===== src/rtl/qpix_pkg.sv =====
// qpix_pkg: shared QPix types and defaults for the serial-interface blocks
package qpix_pkg;

    localparam int QPIX_NBITS = 32;

    typedef enum logic [2:0] {
        RB_IDLE,
        RB_ARM,
        RB_HIGH,
        RB_LOW,
        RB_DONE,
        RB_PULSE,
        RB_LOW1
    } qpix_rb_state_t;

endpackage


===== src/rtl/qpix_sync_bit.sv =====
// qpix_sync_bit: multi-flop synchroniser for a single asynchronous ASIC input
module qpix_sync_bit #(
    parameter int STAGES = 2
) (
    input  logic clk,
    input  logic rst_n,
    input  logic d_i,
    output logic q_o
);

    logic [STAGES-1:0] sync_q;

    // shift the async level through the flop chain
    always_ff @(posedge clk) begin
        if (!rst_n) sync_q <= '0;
        else        sync_q <= {sync_q[STAGES-2:0], d_i};
    end

    assign q_o = sync_q[STAGES-1];

endmodule


===== src/rtl/qpix_readback_rx.sv =====
// qpix_readback_rx: clocks NBITS bits out of the ASIC config chain and captures them MSB-first
module qpix_readback_rx
    import qpix_pkg::*;
#(
    parameter int NBITS       = QPIX_NBITS,
    parameter int HALF_PER    = 25,
    parameter int SETUP_CYC   = 10,
    parameter int SYNC_STAGES = 2
) (
    input  logic             clk,
    input  logic             rst_n,
    input  logic             start,
    input  logic             single_pulse,
    input  logic             serial_in,
    output logic             clkin2_out,
    output logic             serial_out_cnt,
    output logic             busy,
    output logic [NBITS-1:0] data_out,
    output logic             data_valid
);

    // the phase counter also times the ARM setup window, so size it for the longer of the two
    localparam int CW = $clog2(HALF_PER > SETUP_CYC ? HALF_PER : SETUP_CYC) + 1;
    localparam int BW = $clog2(NBITS) + 1;

    qpix_rb_state_t   state_q, state_d;
    logic [CW-1:0]    cnt_q, cnt_d;
    logic [BW-1:0]    bits_q, bits_d;
    logic [NBITS-1:0] sr_q, sr_d;
    logic [NBITS-1:0] data_q;
    logic             start_q, pulse_q;
    logic             clk_q, soc_q, busy_q, valid_q;
    logic             start_req, pulse_req, sin, half_done;

    qpix_sync_bit #(.STAGES(SYNC_STAGES)) u_sync (
        .clk   (clk),
        .rst_n (rst_n),
        .d_i   (serial_in),
        .q_o   (sin)
    );

    // next-state, counters and shift register; requests only act from IDLE
    always_comb begin
        state_d   = state_q;
        cnt_d     = cnt_q + 1'b1;
        bits_d    = bits_q;
        sr_d      = sr_q;
        start_req = start & ~start_q;
        pulse_req = single_pulse & ~pulse_q;
        half_done = cnt_q == CW'(HALF_PER - 1);
        case (state_q)
            RB_IDLE: begin
                cnt_d = '0;
                if (start_req) begin
                    state_d = RB_ARM;
                    bits_d  = '0;
                end else if (pulse_req) begin
                    state_d = RB_PULSE;
                end
            end
            RB_ARM: begin
                if (cnt_q == CW'(SETUP_CYC - 1)) begin
                    state_d = RB_HIGH;
                    cnt_d   = '0;
                end
            end
            RB_HIGH: begin
                if (half_done) begin
                    state_d = RB_LOW;
                    cnt_d   = '0;
                    sr_d    = {sr_q[NBITS-2:0], sin};
                    bits_d  = bits_q + 1'b1;
                end
            end
            RB_LOW: begin
                if (half_done) begin
                    state_d = (bits_q < BW'(NBITS)) ? RB_HIGH : RB_DONE;
                    cnt_d   = '0;
                end
            end
            RB_DONE: begin
                state_d = RB_IDLE;
                cnt_d   = '0;
            end
            RB_PULSE: begin
                if (half_done) begin
                    state_d = RB_LOW1;
                    cnt_d   = '0;
                end
            end
            RB_LOW1: begin
                if (half_done) begin
                    state_d = RB_IDLE;
                    cnt_d   = '0;
                end
            end
            default: begin
                state_d = RB_IDLE;
                cnt_d   = '0;
            end
        endcase
    end

    // state register; outputs are decoded from the next state so they line up with it glitch-free
    always_ff @(posedge clk) begin
        if (!rst_n) begin
            state_q <= RB_IDLE;
            cnt_q   <= '0;
            bits_q  <= '0;
            sr_q    <= '0;
            data_q  <= '0;
            start_q <= 1'b0;
            pulse_q <= 1'b0;
            clk_q   <= 1'b0;
            soc_q   <= 1'b0;
            busy_q  <= 1'b0;
            valid_q <= 1'b0;
        end else begin
            state_q <= state_d;
            cnt_q   <= cnt_d;
            bits_q  <= bits_d;
            sr_q    <= sr_d;
            start_q <= start;
            pulse_q <= single_pulse;
            clk_q   <= state_d == RB_HIGH || state_d == RB_PULSE;
            soc_q   <= state_d == RB_ARM || state_d == RB_HIGH || state_d == RB_LOW;
            busy_q  <= state_d != RB_IDLE;
            valid_q <= state_d == RB_DONE;
            if (state_d == RB_DONE) data_q <= sr_q;
        end
    end

    assign clkin2_out     = clk_q;
    assign serial_out_cnt = soc_q;
    assign busy           = busy_q;
    assign data_out       = data_q;
    assign data_valid     = valid_q;

endmodule

===== config.mk =====
export PLATFORM = sky130hd
export DESIGN_NAME = qpix_readback_rx
export DESIGN_NICKNAME = d
export VERILOG_FILES = /design/src/rtl/qpix_pkg.sv /design/src/rtl/qpix_sync_bit.sv /design/src/rtl/qpix_readback_rx.sv
export SDC_FILE = /design/constraint.sdc
export NUM_CORES = 1
export LEC_CHECK = 0
export BUFFER_PORTS_ARGS = -buffer_cell sky130_fd_sc_hd__buf_2
export CORE_AREA = 5 5 95 97
export DETAILED_ROUTE_END_ITERATION = 10
export DIE_AREA = 0 0 100 102
export GPL_TIMING_DRIVEN = 0
export HOLD_SLACK_MARGIN = 0.06
export PLACE_DENSITY = 0.75
export SLEW_MARGIN = 40
export SYNTH_ARGS = -nofsm -noshare
export SYNTH_HDL_FRONTEND = slang
export SYNTH_SLANG_ARGS = --single-unit

===== constraint.sdc =====
create_clock -name clk -period 4.7 [get_ports clk]
set_input_delay 0 -clock clk [delete_from_list [all_inputs] [get_ports clk]]
set_output_delay 0 -clock clk [all_outputs]
set_load 0.01 [all_outputs]

==> results.json, run 1 <==
{
  "vias": 2807,
  "drt-total-wl_um": 6980,
  "grt_pass1_wl_um": 11800,
  "setup_tns_ns": 0,
  "min_period_ns": 2.02,
  "drive_above_1_share_pct": 16.2,
  "drv_slew": 0,
  "antenna_found_initial": 0,
  "rows": 33,
  "cp.required_ns": 4.99,
  "drc_errors": 0,
  "drv_cap": 0,
  "syn-num-nets": 417,
  "switching_share_pct": 25.2,
  "wl_per_cell_um": 12.2,
  "cellPowerDensity_nw_per_um2": 348,
  "power_leakage_nw": 1.52,
  "tightest_slew_ns": 0.512,
  "ys_seq_elements": 87,
  "hold_path_class": "input pin to flip-flop",
  "start_kind": "flip-flop",
  "layout_commonest_cell": "nand2_1",
  "crit_type": "flip-flop to flip-flop",
  "netlist_instances": 408,
  "place_congestion": 0.855,
  "mostFrequentLayoutCells": "nand2_1, dfxtp_1, buf_2",
  "start_util_pct": 43.5,
  "antennaDiodeCount": 0,
  "multi_input_area_um2": 1620,
  "area_delta_synth_final_pct": 16.2,
  "grt_overflow": 0,
  "finClkSkew_ns": 0.00785,
  "clock-root-buffer": "clkbuf_8",
  "end_kind": "flip-flop",
  "switching_power_uw": 358,
  "io_buffers": 40,
  "layout.nets": 472,
  "htreeDepth": 3,
  "synth_area_per_cell_um2": 8.59,
  "async_flop_share_pct": 0,
  "synth_edf_count": 0,
  "setup_violations": 0,
  "numCtsBuffers": 9,
  "cts.clk_slew.worst_paths_ns": 0.09,
  "ant_nets": 0,
  "cts_resized": 0,
  "synth-main-ff-cell": "dfxtp_1",
  "clock_path_buffers": 2,
  "pwr-share-seq_pct": 53.6,
  "first_pass_iters": 4,
  "combPwrFrac_pct": 9.7,
  "rsz0062_at_grt": "false",
  "track_usage_pct": 14.4,
  "fin_util_pct": 50.6,
  "ir_drop_uv": 128,
  "seq_area_frac_synth_pct": 49.7,
  "regArea_um2": 1740,
  "status": "finished clean",
  "grt_pass1_vias": 2675,
  "die_h_um": 102,
  "arrival_ns": 2.31,
  "dieArea_um2": 10200,
  "fillers": 792,
  "synthDistinctLibCells": 44,
  "grt_max_degree": 16,
  "drtIter0Drc": 122,
  "cts_tree": "done",
  "ioPinCount": 41,
  "syn_area_um2": 3500,
  "cts.sinks": 87,
  "internal-power_mw": 1.06,
  "clkPwrFrac_pct": 36.7,
  "slew-limit-headroom_pct": 65.9,
  "yosys_warnings": 0,
  "fmax_mhz": 495,
  "die-width_um": 100,
  "dp.final_hpwl_um": 5020,
  "coreArea_um2": 8050,
  "viasPerCell": 4.90,
  "cp_max_fo": 10,
  "hold_viol_final": 0,
  "clkLatencyLatePin_ns": 0.36,
  "min_period_over_period_pct": 43.0
}
[registers in the layout, summed over array words and instances (netlist names), 2 cells and up]
name	cells
state_q	3
data_out	32
bits_q	6
cnt_q	6
sr_q	32
u_sync.sync_q	2
[final timing paths]
kind | startpoint | to | slack [ns] | cells after the start
worst min-delay path | serial_in | u_sync.sync_q[0]$_SDFF_PN0_ | 0.40 | 3
worst max-delay path | cnt_q[0]$_SDFF_PN0_ | data_out[11]$_SDFFE_PN0P_ | 2.68 | 8
worst max register to register | cnt_q[0]$_SDFF_PN0_ | data_out[11]$_SDFFE_PN0P_ | 2.68 | 8
worst min register to register | u_sync.sync_q[0]$_SDFF_PN0_ | u_sync.sync_q[1]$_SDFF_PN0_ | 0.44 | 1
[synth_stat cells (2+ instances only)]
| library cell | instances | area [µm²] |
|---|---|---|
| ha_1 | 4 | 50.1 |
| buf_4 | 3 | 22.5 |
| o21ai_1 | 2 | 10.0 |
| nand2_1 | 139 | 522 |
| dfxtp_1 | 87 | 1740 |
| and3_1 | 4 | 25.0 |
| and3_4 | 2 | 22.5 |
| buf_6 | 2 | 22.5 |
| nand2b_1 | 2 | 12.5 |
| clkbuf_1 | 14 | 52.6 |
| nor2b_1 | 6 | 37.5 |
| nor4_1 | 2 | 12.5 |
| and2_4 | 2 | 17.5 |
| xor2_1 | 3 | 26.3 |
| nand3b_1 | 3 | 22.5 |
| a21boi_1 | 33 | 248 |
| buf_2 | 7 | 35.0 |
| a21boi_0 | 31 | 233 |
| a21oi_1 | 5 | 25.0 |
| xnor2_1 | 5 | 43.8 |
| o21ai_0 | 2 | 10.0 |
| inv_1 | 4 | 15.0 |
| nor2_1 | 16 | 60.1 |
| nand3_1 | 6 | 30.0 |
| and2_1 | 5 | 31.3 |
[power by group through the flow]
stage                     Combinational (mW)  Sequential (mW)  Clock [mW]
final                                  0.137            0.761       0.520
after global routing                   0.152            0.763       0.563
after CTS                              0.137            0.761       0.529
after detailed placement               0.133            0.778           0
after global placement                 0.130            0.777           0
after floorplan                       0.0972            0.780           0
[layout make-up]
type                            instances  share of cell area, %
Sequential cell                        87                   42.8
Multi-Input combinational cell        291                   39.7
Timing Repair Buffer                   44                   5.90
Buffer                                 26                   3.26
Tap cell                              105                   3.23
Clock buffer                           10                   3.13
Clock inverter                          6                   1.69
Inverter                                4                  0.369
[metal layers]
| metal | vias up | track usage [%] | part of all wire (%) |
|---|---|---|---|
| met5 | - | 0 | 0 |
| met4 | 0 | 7.77 | 2.5 |
| met3 | 14 | 2.59 | 3.2 |
| met2 | 41 | 24.8 | 49 |
| met1 | 1306 | 17.1 | 45 |
| li1 | 1446 | - | - |
[worst max-delay path: stages, from the launching register on]
cell      delay (ns)
dfxtp_1         0.40
inv_1           0.06
ha_1            0.23
and3_4          0.18
buf_6           0.12
nand4_1         0.29
clkbuf_1        0.41
nand2_1         0.11
a21boi_1        0.16
[stage by stage]
| stage | area, µm² | power (mW) | setup slack [ns] | instances | hold WS (ns) |
|---|---|---|---|---|---|
| floorplan | 3500 | 0.878 | 2.83 | 408 | 0.122 |
| global placement | 3840 | 0.907 | 2.74 | 553 | 0.222 |
| detailed placement | 3840 | 0.911 | 2.66 | 553 | 0.233 |
| CTS | 4070 | 1.43 | 2.65 | 573 | 0.389 |
| global route | 4070 | 1.48 | 2.49 | 573 | 0.401 |
| finish | 4070 | 1.42 | 2.68 | 573 | 0.402 |
[cells by family after synthesis]
| group | synth area share [%] |
|---|---|
| adder cells (fa/ha/maj) | 1.43 |
| XOR/XNOR | 2.00 |
| buffers and inverters | 4.21 |
| AND/OR/NAND/NOR | 25.5 |
| flip-flops | 49.7 |
| multiplexers | 0.286 |
| AO/OA/AOI/OAI | 16.9 |
[what timing repair did]
item | in CTS | in global routing
hold buffers | 4 | 0
buffers inserted | 0 | 0
hold endpoints to repair | 7 | 0
(Power assumes the default switching activity.)
==> inputs of run 2 (changes only) <==
- clock period: 4.7 -> 2.03 ns (I/O delays scaled with it)
==> results.json, run 2 (same netlist as run 1, synthesis figures left out) <==
{
  "status": "finished clean",
  "end_kind": "flip-flop",
  "drt-total-wl_um": 6980,
  "viasPerCell": 4.89,
  "cp_max_fo": 6,
  "rows": 33,
  "setup_violations": 0,
  "path_buf_inv": 2,
  "min_period_ns": 1.97,
  "multi_input_area_um2": 1620,
  "clock-root-buffer": "clkbuf_8",
  "drtIter0Drc": 143,
  "dp.final_hpwl_um": 5020,
  "drv_cap": 0,
  "fillers": 790,
  "crit_type": "flip-flop to flip-flop",
  "regArea_um2": 1740,
  "first_pass_iters": 5,
  "final_cells": 576,
  "clock_path_buffers": 2,
  "cellPowerDensity_nw_per_um2": 798,
  "mostFrequentLayoutCells": "nand2_1, dfxtp_1, buf_2",
  "drc_errors": 0,
  "start_kind": "flip-flop",
  "drv_slew": 0,
  "ant_nets": 0,
  "min_period_over_period_pct": 97.1,
  "die_h_um": 102,
  "antennaDiodeCount": 0,
  "cpMostUsedCell": "and2_4",
  "cts.sinks": 87,
  "hold_viol_final": 0,
  "coreArea_um2": 8050,
  "grt_pass1_wl_um": 11800,
  "die-width_um": 100,
  "tightest_slew_ns": 0.508,
  "io_buffers": 40,
  "vias": 2818,
  "crit_chain": "inv_1, ha_1, and3_4, buf_6, and2_4, or3_1, and2_4, a31o_1",
  "place_area_um2": 3840,
  "place_congestion": 0.855,
  "htreeDepth": 3,
  "fmax_mhz": 507,
  "drive_above_1_share_pct": 18.5,
  "setup_tns_ns": 0,
  "power_mw": 3.28,
  "antenna_found_initial": 0,
  "rsz0062_at_grt": "false",
  "cts.clk_slew.worst_paths_ns": 0.08,
  "grt_overflow": 0,
  "slew-limit-headroom_pct": 66.1,
  "finClkSkew_ns": 0.00790,
  "grt_max_degree": 16,
  "cp.required_ns": 2.28,
  "clkLatencyLatePin_ns": 0.36,
  "start_util_pct": 43.5,
  "cp_top_family": "simple AND/OR/NAND/NOR gates",
  "cts_tree": "done",
  "wl_per_cell_um": 12.1,
  "ioPinCount": 41,
  "slowest_delay_ns": 0.39,
  "hold_path_class": "input pin to flip-flop",
  "power_leakage_nw": 1.55,
  "stdcell_area_um2": 4110,
  "arrival_ns": 2.22,
  "layout_commonest_cell": "nand2_1",
  "dp_cells": 553,
  "area_delta_synth_final_pct": 17.2,
  "numCtsBuffers": 9,
  "track_usage_pct": 14.4,
  "grt_pass1_vias": 2675,
  "layout.nets": 475,
  "dieArea_um2": 10200,
  "critical-path-slowest-cell": "or3_1",
  "ir_drop_uv": 296
}
run 2: changes by cell type in the layout (fill, tap and decap cells not counted):
cell / before / now
nand3_1: 6 / 5
nand3_2: 0 / 1
buf_4: 3 / 6
dfxtp_1: 87 / 86
dfxtp_2: 0 / 1
clkbuf_2: 0 / 6
clkbuf_1: 15 / 9
run 2: final cells by class:
class                      count  area share, %
multi-input combinational    291           39.4
timing repair buffer          47           6.39
tap                          105           3.20
clock inverter                 6           1.67
clock buffer                  10           3.11
sequential                    87           42.4
inverter                       4          0.365
buffer                        26           3.41
run 2: path summary, 6_finish.rpt:
path                            slack [ns]                           to  cells after the start                         from
worst min-delay path                  0.40  u_sync.sync_q[0]$_SDFF_PN0_                      3                    serial_in
worst min register to register        0.44  u_sync.sync_q[1]$_SDFF_PN0_                      1  u_sync.sync_q[0]$_SDFF_PN0_
worst max register to register        0.06        clkin2_out$_SDFF_PN0_                      8          cnt_q[1]$_SDFF_PN0_
worst max-delay path                  0.06        clkin2_out$_SDFF_PN0_                      8          cnt_q[1]$_SDFF_PN0_
run 2: metal layers:
layer	up-vias	track usage [%]	wire, µm
met1	1314	17.1	3100
li1	1451	-	-
met4	0	7.77	176
met2	39	24.8	3450
met5	-	0	0
met3	14	2.59	248
run 2: report_power, final:
part	internal [mW]	switching (mW)	leakage [nW]	total, mW
clock network	0.576	0.622	0.0968	1.20
registers	1.74	0.0180	0.703	1.76
logic	0.135	0.183	0.746	0.318
total	2.46	0.823	1.55	3.28
run 2: stage by stage:
stage          setup WS [ns]  hold slack, ns  util [%]
2_1_floorplan          0.156           0.122         -
3_3_place_gp          0.0698           0.222      47.6
3_5_place_dp        -0.00907           0.233      47.6
4_1_cts             0.000541           0.389      50.6
5_1_grt              0.00779           0.401      51.0
6_report              0.0581           0.403      51.0
run 2: worst register-to-register path, cell delays in order, from the launching register on:
cell	delay, ns
dfxtp_1	0.37
inv_1	0.07
ha_1	0.22
and3_4	0.18
buf_6	0.12
and2_4	0.15
or3_1	0.39
and2_4	0.17
a31o_1	0.21
run 2: what timing repair did:
| item | in CTS | in global routing |
|---|---|---|
| pin swaps | 0 | 0 |
| gates resized for setup | 3 | 8 |
| hold buffers | 4 | 0 |
| gates cloned | 0 | 0 |
| setup endpoints to repair | 5 | 33 |
| buffers inserted | 0 | 3 |
| hold endpoints to repair | 7 | 0 |
==> inputs of run 3 (changes only) <==
- CORE_AREA: 5 5 95 97 -> 5 5 107 109
- DIE_AREA: 0 0 100 102 -> 0 0 112 114
- PLACE_DENSITY: 0.75 -> 0.63
==> results.json, run 3 (same netlist as run 1, synthesis figures left out) <==
{
  "status": "finished clean",
  "cts_setup_buffers": 0,
  "arrival_ns": 2.23,
  "cts.clk_slew.worst_paths_ns": 0.09,
  "start_kind": "flip-flop",
  "clock_path_buffers": 2,
  "ant_nets": 0,
  "cp_max_fo": 10,
  "cp_top_family": "buffers and inverters",
  "path_buf_inv": 3,
  "grt_pass1_wl_um": 12500,
  "layout.nets": 472,
  "slew-limit-headroom_pct": 68.8,
  "power_leakage_nw": 1.53,
  "fmax_mhz": 513,
  "antenna_found_initial": 0,
  "switching_share_pct": 25.5,
  "tightest_slew_ns": 0.464,
  "vias": 2793,
  "place_congestion": 0.816,
  "io_buffers": 40,
  "stdcell_area_um2": 4120,
  "start_util_pct": 33.4,
  "htreeDepth": 3,
  "layout_commonest_cell": "nand2_1",
  "die-width_um": 112,
  "drt-total-wl_um": 7290,
  "drtIter0Drc": 145,
  "hold_viol_final": 0,
  "worstHoldStart": "serial_in",
  "first_pass_iters": 6,
  "setup_slack_ns": 0.0792,
  "rows": 38,
  "cellPowerDensity_nw_per_um2": 783,
  "coreArea_um2": 10500,
  "r2r_start": "cnt_q[0]$_SDFF_PN0_",
  "grt_pass1_vias": 2714,
  "min_period_over_period_pct": 96.1,
  "setup_violations": 0,
  "critical-path-slowest-cell": "clkbuf_1",
  "place_ws_ns": -0.00462,
  "combPwrFrac_pct": 9.7,
  "grt_overflow": 0,
  "dieArea_um2": 12800,
  "cts_tree": "done",
  "finClkSkew_ns": 0.0138,
  "crit_start": "cnt_q[0]$_SDFF_PN0_",
  "area_delta_synth_final_pct": 17.5,
  "clkPwrFrac_pct": 35.7,
  "min_period_ns": 1.95,
  "drc_errors": 0,
  "end_kind": "flip-flop",
  "fillers": 1075,
  "regArea_um2": 1740,
  "die_h_um": 114,
  "mostFrequentLayoutCells": "nand2_1, dfxtp_1, buf_2",
  "hold_slack_ns": 0.394,
  "clock-root-buffer": "clkbuf_8",
  "ioPinCount": 41,
  "track_usage_pct": 12.1,
  "ir_drop_uv": 289,
  "grt_max_degree": 16,
  "wl_per_cell_um": 12.0,
  "crit_chain": "inv_1, ha_1, and3_4, buf_6, nand3_1, clkbuf_1, nand2_1, a21boi_0",
  "pwr-share-seq_pct": 54.6,
  "drive_above_1_share_pct": 17.5,
  "cp.required_ns": 2.31,
  "rsz0062_at_grt": "true",
  "internal-power_mw": 2.40,
  "r2r_slack_ns": 0.08,
  "place_area_um2": 3880,
  "cts.sinks": 87,
  "numCtsBuffers": 9,
  "clkLatencyLatePin_ns": 0.36,
  "drv_slew": 0,
  "dp.final_hpwl_um": 5260,
  "viasPerCell": 4.59,
  "switching_power_uw": 823,
  "drv_cap": 0,
  "hold_path_class": "input pin to flip-flop",
  "slowest_delay_ns": 0.38,
  "multi_input_area_um2": 1620,
  "crit_type": "flip-flop to flip-flop",
  "antennaDiodeCount": 0
}
[run 3: changes by cell type in the layout (fill, tap and decap cells not counted)]
cell       change
inv_6          +1
nand3_1        +1
clkinv_4       -1
clkbuf_8       +2
buf_1          +1
nand3_2        -1
clkbuf_2       -2
buf_4          -3
bufinv_16      -1
[run 3: per-layer routing]
metal,up-vias,routed length [µm],global-route usage (%)
met5,-,0,0
met4,0,162,5.85
met3,12,402,3.98
met2,50,3430,19.3
met1,1283,3300,14.7
li1,1448,-,-
[run 3: repair_timing]
action | 4_1_cts | 5_1_grt
gates resized for setup | 1 | 8
hold buffers | 4 | 0
endpoints found under the hold margin | 8 | 0
setup endpoints to repair | 1 | 53
[run 3: path summary, 6_finish.rpt]
check	end	cells after the start
worst max-delay path	sr_q[23]$_SDFFE_PN0P_	8
worst min-delay path	u_sync.sync_q[0]$_SDFF_PN0_	3
worst max register to register	sr_q[23]$_SDFFE_PN0P_	8
worst min register to register	u_sync.sync_q[1]$_SDFF_PN0_	1
[run 3: stage by stage]
step           instances  power [mW]  util, %  TNS (ns)
3_5_place_dp         588        2.11     36.9  -0.00462
2_1_floorplan        408        2.03        -         0
6_report             608        3.22     39.2         0
3_3_place_gp         588        2.10     36.9         0
5_1_grt              608        3.40     39.2    -0.188
4_1_cts              608        3.26     39.1         0
[run 3: power groups by stage]
stage	logic [mW]	clock network (mW)	registers (mW)
after detailed placement	0.308	0	1.80
after global routing	0.356	1.27	1.77
after CTS	0.315	1.19	1.76
after floorplan	0.225	0	1.81
after global placement	0.304	0	1.80
final	0.313	1.15	1.76
[run 3: tightest hold or removal path, cell delays in order]
cell and delay, ns:
dlygate4sd3_1 0.51, buf_2 0.10, and2_1 0.11
[run 3: area by class of cell]
cell class                 instances  share of cell area (%)
inverter                           4                   0.365
clock buffer                      11                    3.68
sequential                        87                    42.3
timing repair buffer              44                    5.84
clock inverter                     5                   0.942
multi-input combinational        291                    39.2
buffer                            26                    3.34
tap                              140                    4.26
